<file path="config.mk">
export PLATFORM = sky130hd
export DESIGN_NAME = clk_div_n
export DESIGN_NICKNAME = d
export VERILOG_FILES = /design/src/rtl/clk_div_n.sv
export SDC_FILE = /design/constraint.sdc
export NUM_CORES = 1
export LEC_CHECK = 0
export BUFFER_PORTS_ARGS = -buffer_cell sky130_fd_sc_hd__buf_2
export CAP_MARGIN = 15
export CORE_AREA = 8 8 82 84
export DETAILED_ROUTE_END_ITERATION = 6
export DIE_AREA = 0 0 90 92
export GPL_ROUTABILITY_DRIVEN = 0
export PLACE_DENSITY_LB_ADDON = 0.15
export SYNTH_ARGS = -nofsm -noshare
export SYNTH_HDL_FRONTEND = slang
export SYNTH_SLANG_ARGS = --single-unit
</file>
<file path="constraint.sdc">
create_clock -name clk_i -period 2.2 [get_ports clk_i]
set_clock_uncertainty 0.15 [all_clocks]
set_input_delay 0.44 -clock clk_i [delete_from_list [all_inputs] [get_ports clk_i]]
set_output_delay 0.44 -clock clk_i [all_outputs]
set_load 0.1 [all_outputs]
</file>
<file path="src/rtl/clk_div_n.sv">
// clk_div_n: runtime-programmable integer clock divider with boundary-applied loads; CLK_DIV_ODD_DUTY50_EN gives 50% duty for odd N
module clk_div_n #(
  parameter int               WIDTH       = 8,
  parameter logic [WIDTH-1:0] DEFAULT_DIV = WIDTH'(3)
) (
  input  logic             clk_i,
  input  logic             reset_ni,
  input  logic             en_i,
  input  logic [WIDTH-1:0] div_in_i,
  input  logic             div_load_i,
  output logic             clk_out_o,
  output logic             tick_o,
  output logic [WIDTH-1:0] div_cur_o,
  output logic             div_err_o
);
  logic [WIDTH-1:0] cnt_q, cnt_d, div_q, div_d, pend_q, pend_d, half;
  logic             clk_q, clk_d, tick_q, tick_d, err_q, err_d, pv_q, pv_d, wrap;
  always_comb begin
    half   = div_q >> 1;
    wrap   = cnt_q == div_q - WIDTH'(1);
    cnt_d  = cnt_q;
    clk_d  = clk_q;
    tick_d = 1'b0;
    div_d  = div_q;
    pend_d = pend_q;
    pv_d   = pv_q;
    err_d  = 1'b0;
    if (en_i) begin
      cnt_d  = wrap ? '0 : cnt_q + WIDTH'(1);
      clk_d  = (cnt_q == '0) ? 1'b1 : (cnt_q == half) ? 1'b0 : clk_q;
      tick_d = cnt_q == '0;
      if (wrap && pv_q) begin
        div_d = pend_q;
        pv_d  = 1'b0;
      end
    end
    // A load on the apply edge lands in pend only, so it overrides the clear above
    if (div_load_i) begin
      if (div_in_i > WIDTH'(1)) begin
        pend_d = div_in_i;
        pv_d   = 1'b1;
      end else begin
        err_d = 1'b1;
      end
    end
  end
  always_ff @(posedge clk_i) begin
    if (!reset_ni) begin
      cnt_q  <= '0;
      clk_q  <= 1'b0;
      tick_q <= 1'b0;
      err_q  <= 1'b0;
      div_q  <= DEFAULT_DIV;
      pend_q <= '0;
      pv_q   <= 1'b0;
    end else begin
      cnt_q  <= cnt_d;
      clk_q  <= clk_d;
      tick_q <= tick_d;
      err_q  <= err_d;
      div_q  <= div_d;
      pend_q <= pend_d;
      pv_q   <= pv_d;
    end
  end
`ifdef CLK_DIV_ODD_DUTY50_EN
  logic neg_q;
  always_ff @(negedge clk_i) begin
    neg_q <= reset_ni ? clk_q : 1'b0;
  end
  assign clk_out_o = clk_q | (div_q[0] & neg_q);
`else
  assign clk_out_o = clk_q;
`endif
  assign tick_o    = tick_q;
  assign div_cur_o = div_q;
  assign div_err_o = err_q;
endmodule

</file>
==> metrics.yaml, run 1 <==
run_status: "complete, no violations"
power.sequential.fraction: 0.478
cts-root-buf: "sky130_fd_sc_hd__clkbuf_8"
grt_pass1_wl_um: 6610
slowest_stage: "sky130_fd_sc_hd__dfxtp_4"
mostFrequentLayoutCells: "sky130_fd_sc_hd__nand2_1 (31), sky130_fd_sc_hd__buf_2 (22), sky130_fd_sc_hd__dfxtp_1 (21)"
synthesis.area_sq_um: 1560
share_comb_of_total_power: 0.161
viasPerCell: 4.565
worst_setup_path_end_kind: "flip-flop"
startpoint_type_of_the_worst_setup_path: "flip-flop"
post_dp_cell_area_sq_um: 1798
io_pins: 23
final_common_cell: "sky130_fd_sc_hd__nand2_1"
cp_top_family: "simple AND/OR/NAND/NOR gates"
drv.max_cap_violation_count: 0
syn-mean-instance-area_sq_um: 8.573
crit_path_cell_trace: "buf_4, nor3_2, mux2i_1, o22ai_1, o211ai_2, nor3_4, buf_6, mux2i_1"
timing.final.ws_setup_ns: 0.1077
buffer_ports.inserted: 22
yosysWarningCount: 0
floorplan.initialDensity: 0.2887
finish.net_count: 220
clock_sink_count: 28
cellPowerDensity_nw_per_um2: 590.2
drt_pass1_iterations: 4
synth-adder-area-share: 0.02406
crit_path_max_fanout: 8
die_w_um: 90
synth.distinct_cells: 39
pwr-share-clk: 0.361
hold_path.class: "input port to flip-flop"
synth_top_family_by_area: "simple AND/OR/NAND/NOR gates"
tritoncts: "yes"
die_ar_sq_um: 8280
fin_crit_ns: 2.092
sw_power_uw: 302.9
grt_max_degree: 18
grt_pass1_vias: 1292
peakVddDrop_mv: 0.2879
synth_top_area_share: 0.3593
initialDrtViolationCount: 54
async_reset_ff_frac: 0
grtUsageTotal: 0.09605
yosys.area.top_type: "sky130_fd_sc_hd__dfxtp_1"
power.switching_fraction: 0.2693
internal-power_uw: 821.8
timing.hold.ws_ns: 0.2379
worst_endpoint_data_arrival_time_ns: 2.14
drc: 0
gr-total-overflow: 0
timing.final.setup_violations: 0
longest_clk_path_bufs: 2
cp_slowest_stage_delay_ns: 0.36
post_route_cells_drive_above_1_share: 0.2941
insertion_delay_ns: 0.27
critical_path_buf_inv_count: 2
timing.critical_path.mode_cell: "sky130_fd_sc_hd__mux2i_1"
syn_inst: 182
crit_required_ns: 2.25
dominantRegCellSynth: "sky130_fd_sc_hd__dfxtp_1"
synth-xor-area-share: 0.1227
dr_total_vias: 1260
cts_max_level: 1
syn2layout_area_growth_pct: 22.13
synth-compound-area-share: 0.1516
coreArea_sq_um: 5405
number_of_antenna_violations_at_the_first_check_in_global_routing: 0
worst_pin_slew_ns: 0.6287
detailed_place_hpwl_um: 3004
tritoncts.num_buffers: 3
synth.yosys.seq_area_share: 0.3593
syn_nets: 197
final_antenna_net_count: 0
final_hold_viol_count: 0
number_of_enable_type_register_cells_in_the_synthesized_netlist: 0
num_antenna_cells: 0
post_drt_wl_per_cell_um: 14.38
post_route_fraction_of_the_period_consumed_by_the_critical_path: 0.9510
synth_simple_gate_area_share: 0.2237
power.static_leakage_nw: 0.7350
layout.cell_area.non_filler_sq_um: 1906
critPathKind: "flip-flop to flip-flop"
synth.area.top_cells: "sky130_fd_sc_hd__dfxtp_1 (36%), sky130_fd_sc_hd__nand2_1 (7.5%), sky130_fd_sc_hd__xor2_1 (7.3%), sky130_fd_sc_hd__mux2i_1 (6.4%), sky130_fd_sc_hd__xnor2_1 (3.9%)"
slew_headroom: 0.5804
totalWireLength_um: 3968
ys_seq_elements: 28
fmaxAchievable_mhz: 477.9
post_synth_mux_area_share: 0.06415
slew_viol_final: 0
grt_setup_unrepaired: "true"
placement_rows: 27
die_h_um: 92
preCtsSetupSlack_ns: 0.1172
clock_pin_slew_of_the_registers_on_the_worst_case_setup_and_hold_paths_ns: 0.10
==> power by group through the flow <==
stage	clock network [mW]	registers (mW)	logic, mW
final	0.406	0.537	0.182
after global routing	0.443	0.540	0.197
after CTS	0.421	0.538	0.179
after detailed placement	0	0.549	0.179
after global placement	0	0.549	0.180
after floorplan	0	0.590	0.0817
==> cell type report <==
class                   instances  area, sq um
well taps                      72        90.09
fillers                       576         3500
flip-flops and latches         28        581.8
clock inverters                 1        30.03
repair buffers                 32        188.9
multi-input cells             133        947.2
clock buffers                   3        41.29
inverters                       7        26.28
==> layer usage <==
layer / GRT usage / wire [um] / up-vias
met4: 0.02497 / 36 / 0
met3: 0.02037 / 108 / 2
met5: 0 / 0 / -
met2: 0.1466 / 1773 / 14
met1: 0.1332 / 2050 / 572
li1: - / - / 672
==> tightest hold or removal path: stages <==
cell and delay (ns):
sky130_fd_sc_hd__buf_2 0.08, sky130_fd_sc_hd__mux2i_1 0.05, sky130_fd_sc_hd__nor2_1 0.07
==> sequential cells by signal, indices dropped and copies added, names as in the netlist <==
signal     count
div_cur_o      8
tick_o         1
cnt_q          8
pv_q           1
clk_out_o      1
pend_q         8
div_err_o      1
==> synthesized netlist by cell type, types with 2 or more instances <==
library cell,instances
sky130_fd_sc_hd__a211oi_1,8
sky130_fd_sc_hd__a21oi_1,6
sky130_fd_sc_hd__a22oi_1,2
sky130_fd_sc_hd__and3_1,2
sky130_fd_sc_hd__buf_2,4
sky130_fd_sc_hd__clkbuf_1,9
sky130_fd_sc_hd__dfxtp_1,28
sky130_fd_sc_hd__ha_1,3
sky130_fd_sc_hd__inv_1,7
sky130_fd_sc_hd__mux2i_1,10
sky130_fd_sc_hd__nand2_1,31
sky130_fd_sc_hd__nand3_1,4
sky130_fd_sc_hd__nand4_1,4
sky130_fd_sc_hd__nor2_1,15
sky130_fd_sc_hd__nor2b_1,2
sky130_fd_sc_hd__nor3_1,2
sky130_fd_sc_hd__nor4_1,4
sky130_fd_sc_hd__o21ai_0,2
sky130_fd_sc_hd__xnor2_1,7
sky130_fd_sc_hd__xor2_1,13
==> stage by stage <==
stage	cells	TNS (ns)	power, mW	utilization
floorplan	182	-0.7821	0.6713	-
global placement	271	0	0.7294	0.3326
detailed placement	271	0	0.7279	0.3326
CTS	275	0	1.138	0.3458
global route	276	-0.01058	1.180	0.3525
finish	276	0	1.125	0.3525
==> cells by family (layout without fill, tap and decap cells) <==
logic type / after synthesis / in the layout
simple gates: 70 / 70
compound gates: 29 / 29
flops: 28 / 28
xor+xnor: 21 / 21
buf+inv: 21 / 43
mux: 10 / 10
fa+ha+maj: 3 / 3
==> path summary, 6_finish.rpt <==
check,to,depth (start not counted),slack [ns],from
max,div_cur_o[7],8,0.11,div_cur_o[1]
max reg2reg,div_cur_o[7],8,0.11,div_cur_o[1]
min,pend_q[0],3,0.24,div_in_i[0]
min reg2reg,pend_q[4],2,0.31,pend_q[4]
==> what timing repair did <==
item                       4_1_cts  5_1_grt
hold buffers                     0        0
setup buffers                    0        1
setup endpoints to repair        0       11
gates resized for setup          0        5
No activity file was read; power rests on OpenSTA's default activity.
==> inputs of run 2 (changes only) <==
CTS_BUF_LIST = sky130_fd_sc_hd__clkbuf_4   (was not set)
clock period = 2.6 ns   (was 2.2 ns; I/O delays follow)
==> metrics.yaml, run 2 (same netlist as run 1, synthesis figures left out) <==
slowest_stage: "sky130_fd_sc_hd__dfxtp_4"
grt_max_degree: 22  # +4
die_w_um: 90  # unchanged
clock_pin_slew_of_the_registers_on_the_worst_case_setup_and_hold_paths_ns: 0.15  # +0.05 ns
post_route_fraction_of_the_period_consumed_by_the_critical_path: 0.8850  # -0.06602
cts_max_level: 1  # unchanged
longest_clk_path_bufs: 2  # unchanged
post_cts_resize_count: 0  # unchanged
final_hold_viol_count: 0  # unchanged
num_antenna_cells: 0  # unchanged
final_antenna_net_count: 0  # unchanged
mostFrequentLayoutCells: "sky130_fd_sc_hd__nand2_1 (31), sky130_fd_sc_hd__dfxtp_1 (23), sky130_fd_sc_hd__buf_2 (22)"
worst_r2r_startpoint: "div_cur_o[0]"
insertion_delay_ns: 0.32  # +0.05 ns
fin_crit_ns: 2.301  # +0.2088 ns
grtUsageTotal: 0.09337  # -0.002675
slew_headroom: 0.5401  # -0.04031
gr-total-overflow: 0  # unchanged
die_h_um: 92  # unchanged
grt_setup_unrepaired: "false"
hold_path_depth: 3  # unchanged
multi_input_area_sq_um: 914.6  # -3.4%
post_dp_cell_area_sq_um: 1735  # -3.5%
top_usage_layer: "met2"
crit_required_ns: 2.71  # +0.46 ns
crit_path_max_fanout: 9  # +1
groute.layer.met2.usage: 0.1472  # +0.0006135
worst_setup_path_end_kind: "flip-flop"
worstSetupEndpoint: "div_cur_o[0]"
crit_path_start: "div_cur_o[0]"
groute.layer.met3.usage: 0.01874  # -0.001630
layout.cell_area.non_filler_sq_um: 1788  # -6.2%
use_met1: 0.1277  # -0.005484
grt_pass1_vias: 1226  # -5.1%
timing.final.setup_violations: 0  # unchanged
clock_sink_count: 28  # unchanged
cellPowerDensity_nw_per_um2: 492.7  # -17%
slew_viol_final: 0  # unchanged
coreArea_sq_um: 5405  # unchanged
io_pins: 23  # unchanged
reg2regPathDepth: 9  # +1
r2r-end: "div_cur_o[0]"
placement_rows: 27  # unchanged
timing.reg2reg.setup_slack_ns: 0.30  # +0.19 ns
final_common_cell: "sky130_fd_sc_hd__nand2_1"
buffer_ports.inserted: 22  # unchanged
share_comb_of_total_power: 0.154  # -0.007
finish.net_count: 213  # -3.2%
post_cts_buffers: 0  # unchanged
initialDrtViolationCount: 63  # +17%
pwr-share-clk: 0.322  # -0.039
crit_path_cell_trace: "inv_1, ha_1, xnor2_1, o2bb2ai_1, a211oi_1, o211ai_2, nor3_4, buf_4, mux2i_1"
post_drt_wl_per_cell_um: 14.03  # -2.4%
die_ar_sq_um: 8280  # unchanged
hold_buffers: 0  # unchanged
cts-root-buf: "sky130_fd_sc_hd__clkbuf_4"
power.static_leakage_nw: 0.6939  # -5.6%
peakVddDrop_mv: 0.1764  # -39%
power.sequential.fraction: 0.523  # +0.045
register_area_sq_um: 571.8  # -1.7%
detailed_place_hpwl_um: 2850  # -5.1%
number_of_antenna_violations_at_the_first_check_in_global_routing: 0  # unchanged
viasPerCell: 4.677  # +2.4%
internal-power_uw: 641.3  # -22%
syn2layout_area_growth_pct: 14.59
hold_path.class: "input port to flip-flop"
timing.hold.ws_ns: 0.2626  # +0.02469 ns
layout.filler_cells: 600  # +4.2%
startpoint_type_of_the_worst_setup_path: "flip-flop"
power.switching_fraction: 0.2720  # +0.002744
drv.max_cap_violation_count: 0  # unchanged
worst_pin_slew_ns: 0.6891  # +0.06040 ns
fmaxAchievable_mhz: 434.6  # -9.1%
totalWireLength_um: 3773  # -4.9%
report.power.total_uw: 881.0  # -22%
cp_slowest_stage_delay_ns: 0.41  # +0.05 ns
run_status: "complete, no violations"
dr_total_vias: 1258  # -0.16%
critPathKind: "flip-flop to flip-flop"
fin_setup_tns_ns: 0  # unchanged
post_route_cells_drive_above_1_share: 0.2234  # -0.07077
sw_power_uw: 239.7  # -21%
floorplan.initialDensity: 0.2887  # unchanged
drc: 0  # unchanged
worst_endpoint_data_arrival_time_ns: 2.41  # +0.27 ns
drt_pass1_iterations: 4  # unchanged
tritoncts: "yes"
grt_pass1_wl_um: 6375  # -3.6%
tritoncts.num_buffers: 3  # unchanged
## run 2: changes by cell type in the layout (fill, tap and decap cells not counted), moves of 2 or more
| cell | before | now |
|---|---|---|
| sky130_fd_sc_hd__dfxtp_1 | 21 | 23 |
| sky130_fd_sc_hd__clkbuf_4 | 0 | 3 |
| sky130_fd_sc_hd__clkbuf_8 | 3 | 0 |
| sky130_fd_sc_hd__a211oi_1 | 4 | 8 |
| sky130_fd_sc_hd__inv_1 | 5 | 7 |
| sky130_fd_sc_hd__buf_4 | 9 | 3 |
| sky130_fd_sc_hd__inv_2 | 2 | 0 |
| sky130_fd_sc_hd__a211oi_2 | 4 | 0 |
| sky130_fd_sc_hd__dfxtp_4 | 5 | 2 |
## run 2: power groups by stage
| stage | Combinational, mW | Sequential, mW | Clock, mW |
|---|---|---|---|
| global placement | 0.139 | 0.470 | 0 |
| global route | 0.149 | 0.465 | 0.315 |
| detailed placement | 0.138 | 0.471 | 0 |
| floorplan | 0.0678 | 0.502 | 0 |
| finish | 0.136 | 0.461 | 0.284 |
| CTS | 0.138 | 0.462 | 0.300 |
## run 2: worst max-delay path: cells and delay by family (launching register included)
kind,cells,cell delay (ns)
AOI/OAI and AO/OA,3,0.57
xor gates and xnor gates,1,0.17
adders and majority gates,1,0.31
buffers and inverters,2,0.26
DFF,1,0.41
muxes,1,0.18
and+or+nand+nor,1,0.18
## run 2: layout make-up
| cell class | count | share of cell area |
|---|---|---|
| multi-input combinational | 133 | 0.5115 |
| sequential | 28 | 0.3198 |
| timing repair buffer | 25 | 0.07418 |
| tap | 72 | 0.05039 |
| clock inverter | 1 | 0.01680 |
| inverter | 7 | 0.01470 |
| clock buffer | 3 | 0.01260 |
## run 2: metal layers
| layer | vias to the layer above | wire length (um) |
|---|---|---|
| met4 | 0 | 21 |
| met3 | 2 | 101 |
| met5 | - | 0 |
| met2 | 16 | 1670 |
| met1 | 583 | 1980 |
| li1 | 657 | - |
## run 2: worst min-delay path by stage
stage / from / slack, ns / end
after floorplan: pend_q[3] / 0.28 / div_cur_o[3]
after global placement: pend_q[5] / 0.30 / pend_q[5]
after detailed placement: pend_q[1] / 0.30 / pend_q[1]
after CTS: div_in_i[0] / 0.24 / pend_q[0]
after global routing: div_in_i[5] / 0.24 / pend_q[5]
final: div_in_i[0] / 0.26 / pend_q[0]
## run 2: through the flow
stage	setup WS (ns)	cells	util
2_1_floorplan	0.005063	182	-
3_3_place_gp	0.3622	265	0.3211
3_5_place_dp	0.3187	265	0.3211
4_1_cts	0.2860	269	0.3308
5_1_grt	0.07000	269	0.3308
6_report	0.2989	269	0.3308
==> inputs of run 3 (changes only) <==
--- a/config.mk
+++ b/config.mk
@@ -9,6 +9,6 @@
 export CAP_MARGIN = 15
-export CORE_AREA = 8 8 82 84
+export CORE_AREA = 2 2 76 78
 export CTS_BUF_LIST = sky130_fd_sc_hd__clkbuf_4
 export DETAILED_ROUTE_END_ITERATION = 6
-export DIE_AREA = 0 0 90 92
+export DIE_AREA = 0 0 78 80
 export GPL_ROUTABILITY_DRIVEN = 0
==> constraint.sdc (replaced) <==
create_clock -name clk_i -period 2.6 [get_ports clk_i]
set_clock_uncertainty 0.15 [all_clocks]
set_input_delay 0.13 -clock clk_i [delete_from_list [all_inputs] [get_ports clk_i]]
set_output_delay 0.13 -clock clk_i [all_outputs]
set_load 0.1 [all_outputs]
==> metrics.yaml, run 3 (same netlist as run 1, synthesis figures left out) <==
cts-root-buf: "sky130_fd_sc_hd__clkbuf_4"
report.power.total_uw: 904.5  # +2.7%
final_antenna_net_count: 0  # unchanged
slowest_stage: "sky130_fd_sc_hd__dfxtp_4"
fin_crit_ns: 2.304  # +0.002775 ns
final_common_cell: "sky130_fd_sc_hd__nand2_1"
share_comb_of_total_power: 0.167  # +0.013
sw_power_uw: 251.4  # +4.9%
register_area_sq_um: 571.8  # unchanged
worst_r2r_startpoint: "div_cur_o[0]"
tritoncts.num_buffers: 3  # unchanged
hold_path_depth: 3  # unchanged
drv.max_cap_violation_count: 0  # unchanged
grt_pass1_vias: 1289  # +5.1%
slew_headroom: 0.5371  # -0.002970
finish.net_count: 225  # +5.6%
hold_path_end: "div_err_o"
grt_pass1_wl_um: 6410  # +0.55%
coreArea_sq_um: 5405  # unchanged
layout.filler_cells: 586  # -2.3%
grtUsageTotal: 0.1292  # +0.03582
drc: 0  # unchanged
number_of_antenna_violations_at_the_first_check_in_global_routing: 0  # unchanged
die_ar_sq_um: 6240  # -25%
power.sequential.fraction: 0.509  # -0.014
syn2layout_area_growth_pct: 22.61
fin_setup_tns_ns: 0  # unchanged
initialDrtViolationCount: 103  # +63%
timing.reg2reg.setup_slack_ns: 0.30  # about the same
viasPerCell: 4.676  # about the same
crit_path_cell_trace: "inv_1, ha_1, xnor2_1, o2bb2ai_1, a211oi_1, o211ai_2, nor3_4, buf_4, mux2i_1"
worst_endpoint_data_arrival_time_ns: 2.42  # about the same
worst_setup_path_end_kind: "flip-flop"
dr_total_vias: 1314  # +4.5%
final-instance-count-excl-fill: 281  # +4.5%
buffer_ports.inserted: 22  # unchanged
longest_clk_path_bufs: 2  # unchanged
post_cts_resize_count: 0  # unchanged
tritoncts: "yes"
reg2regPathDepth: 9  # unchanged
num_antenna_cells: 0  # unchanged
gr-total-overflow: 0  # unchanged
timing.final.ws_setup_ns: 0.2962  # -0.002775 ns
cts_max_level: 1  # unchanged
run_status: "complete, no violations"
startpoint_type_of_the_worst_setup_path: "flip-flop"
post_route_cells_drive_above_1_share: 0.2010  # -0.02239
grt_max_degree: 22  # unchanged
post_drt_wl_per_cell_um: 13.56  # -3.3%
layout.core_utilization: 0.3539  # +0.02315
start_point_of_the_worst_min_delay_path: "reset_ni"
worst_pin_slew_ns: 0.6935  # +0.004451 ns
slew_viol_final: 0  # unchanged
grt_setup_unrepaired: "false"
timing.final.setup_violations: 0  # unchanged
internal-power_uw: 653.1  # +1.8%
post_route_fraction_of_the_period_consumed_by_the_critical_path: 0.8861  # +0.001067
power.static_leakage_nw: 0.7358  # +6.0%
final_hold_viol_count: 0  # unchanged
insertion_delay_ns: 0.34  # +0.02 ns
pwr-share-clk: 0.323  # about the same
mostFrequentLayoutCells: "sky130_fd_sc_hd__nand2_1 (31), sky130_fd_sc_hd__dfxtp_1 (23), sky130_fd_sc_hd__buf_2 (22)"
dpl.cell_count: 263  # -0.75%
cellPowerDensity_nw_per_um2: 472.8  # -4.0%
detailed_place_hpwl_um: 2651  # -7.0%
power.switching_fraction: 0.2780  # +0.005913
totalWireLength_um: 3810  # +0.98%
multi_input_area_sq_um: 914.6  # unchanged
die_w_um: 78  # -13%
critPathKind: "flip-flop to flip-flop"
crit_path_start: "div_cur_o[0]"
crit_path_max_fanout: 9  # unchanged
r2r-end: "div_cur_o[1]"
hold_path.class: "input port to flip-flop"
drt_pass1_iterations: 4  # unchanged
die_h_um: 80  # -13%
crit_required_ns: 2.71  # about the same
io_pins: 23  # unchanged
placement_rows: 27  # unchanged
clock_pin_slew_of_the_registers_on_the_worst_case_setup_and_hold_paths_ns: 0.17  # +0.02 ns
floorplan.initialDensity: 0.2887  # unchanged
fmaxAchievable_mhz: 434.1  # -0.12%
cp_slowest_stage_delay_ns: 0.41  # about the same
preCtsSetupSlack_ns: 0.3005  # -0.01824 ns
peakVddDrop_mv: 0.1763  # about the same
clock_sink_count: 28  # unchanged
-- run 3: power by group through the flow --
| stage | sequential [mW] | combinational, mW | clock [mW] |
|---|---|---|---|
| after floorplan | 0.502 | 0.0678 | 0 |
| after global placement | 0.470 | 0.136 | 0 |
| after detailed placement | 0.470 | 0.135 | 0 |
| after CTS | 0.461 | 0.151 | 0.306 |
| after global routing | 0.464 | 0.165 | 0.316 |
| final | 0.461 | 0.151 | 0.292 |
-- run 3: cell type report --
class | instances | area share
multi-input cells | 133 | 0.4781
inverters | 7 | 0.01373
clock buffers | 3 | 0.01177
repair buffers | 37 | 0.1347
flip-flops and latches | 28 | 0.2989
clock inverters | 1 | 0.01570
well taps | 72 | 0.04709
-- run 3: repair_timing --
action / in CTS / in global routing
buffers inserted: 0 / 0
hold endpoints to repair: 9 / 0
hold buffers: 14 / 0
-- run 3: critical path: cells and delay by family, from the launching register on --
kind                       cells  cell delay, ns
AOI/OAI and AO/OA              3            0.60
DFF                            1            0.41
adders and majority gates      1            0.30
buffers and inverters          2            0.26
and+or+nand+nor                1            0.18
muxes                          1            0.18
xor gates and xnor gates       1            0.16
-- run 3: how the worst max path moves through the flow --
stage	endpoint
2_1_floorplan	div_cur_o[2]
3_3_place_gp	div_cur_o[0]
3_5_place_dp	div_cur_o[3]
4_1_cts	div_cur_o[1]
5_1_grt	div_cur_o[1]
6_report	div_cur_o[1]
-- run 3: per-layer routing --
metal  wire (um)  GRT usage  vias up
li1            -          -      676
met1        1887     0.1799      624
met2        1826     0.2112       12
met3          77    0.02036        2
met4          18    0.02632        0
met5           0          0        -
-- run 3: stage by stage --
step	area (sq um)	hold WS (ns)
after floorplan	1572	0.1160
after global placement	1720	0.2131
after detailed placement	1720	0.2195
after CTS	1913	0.01002
after global routing	1913	0.03466
final	1913	0.03405
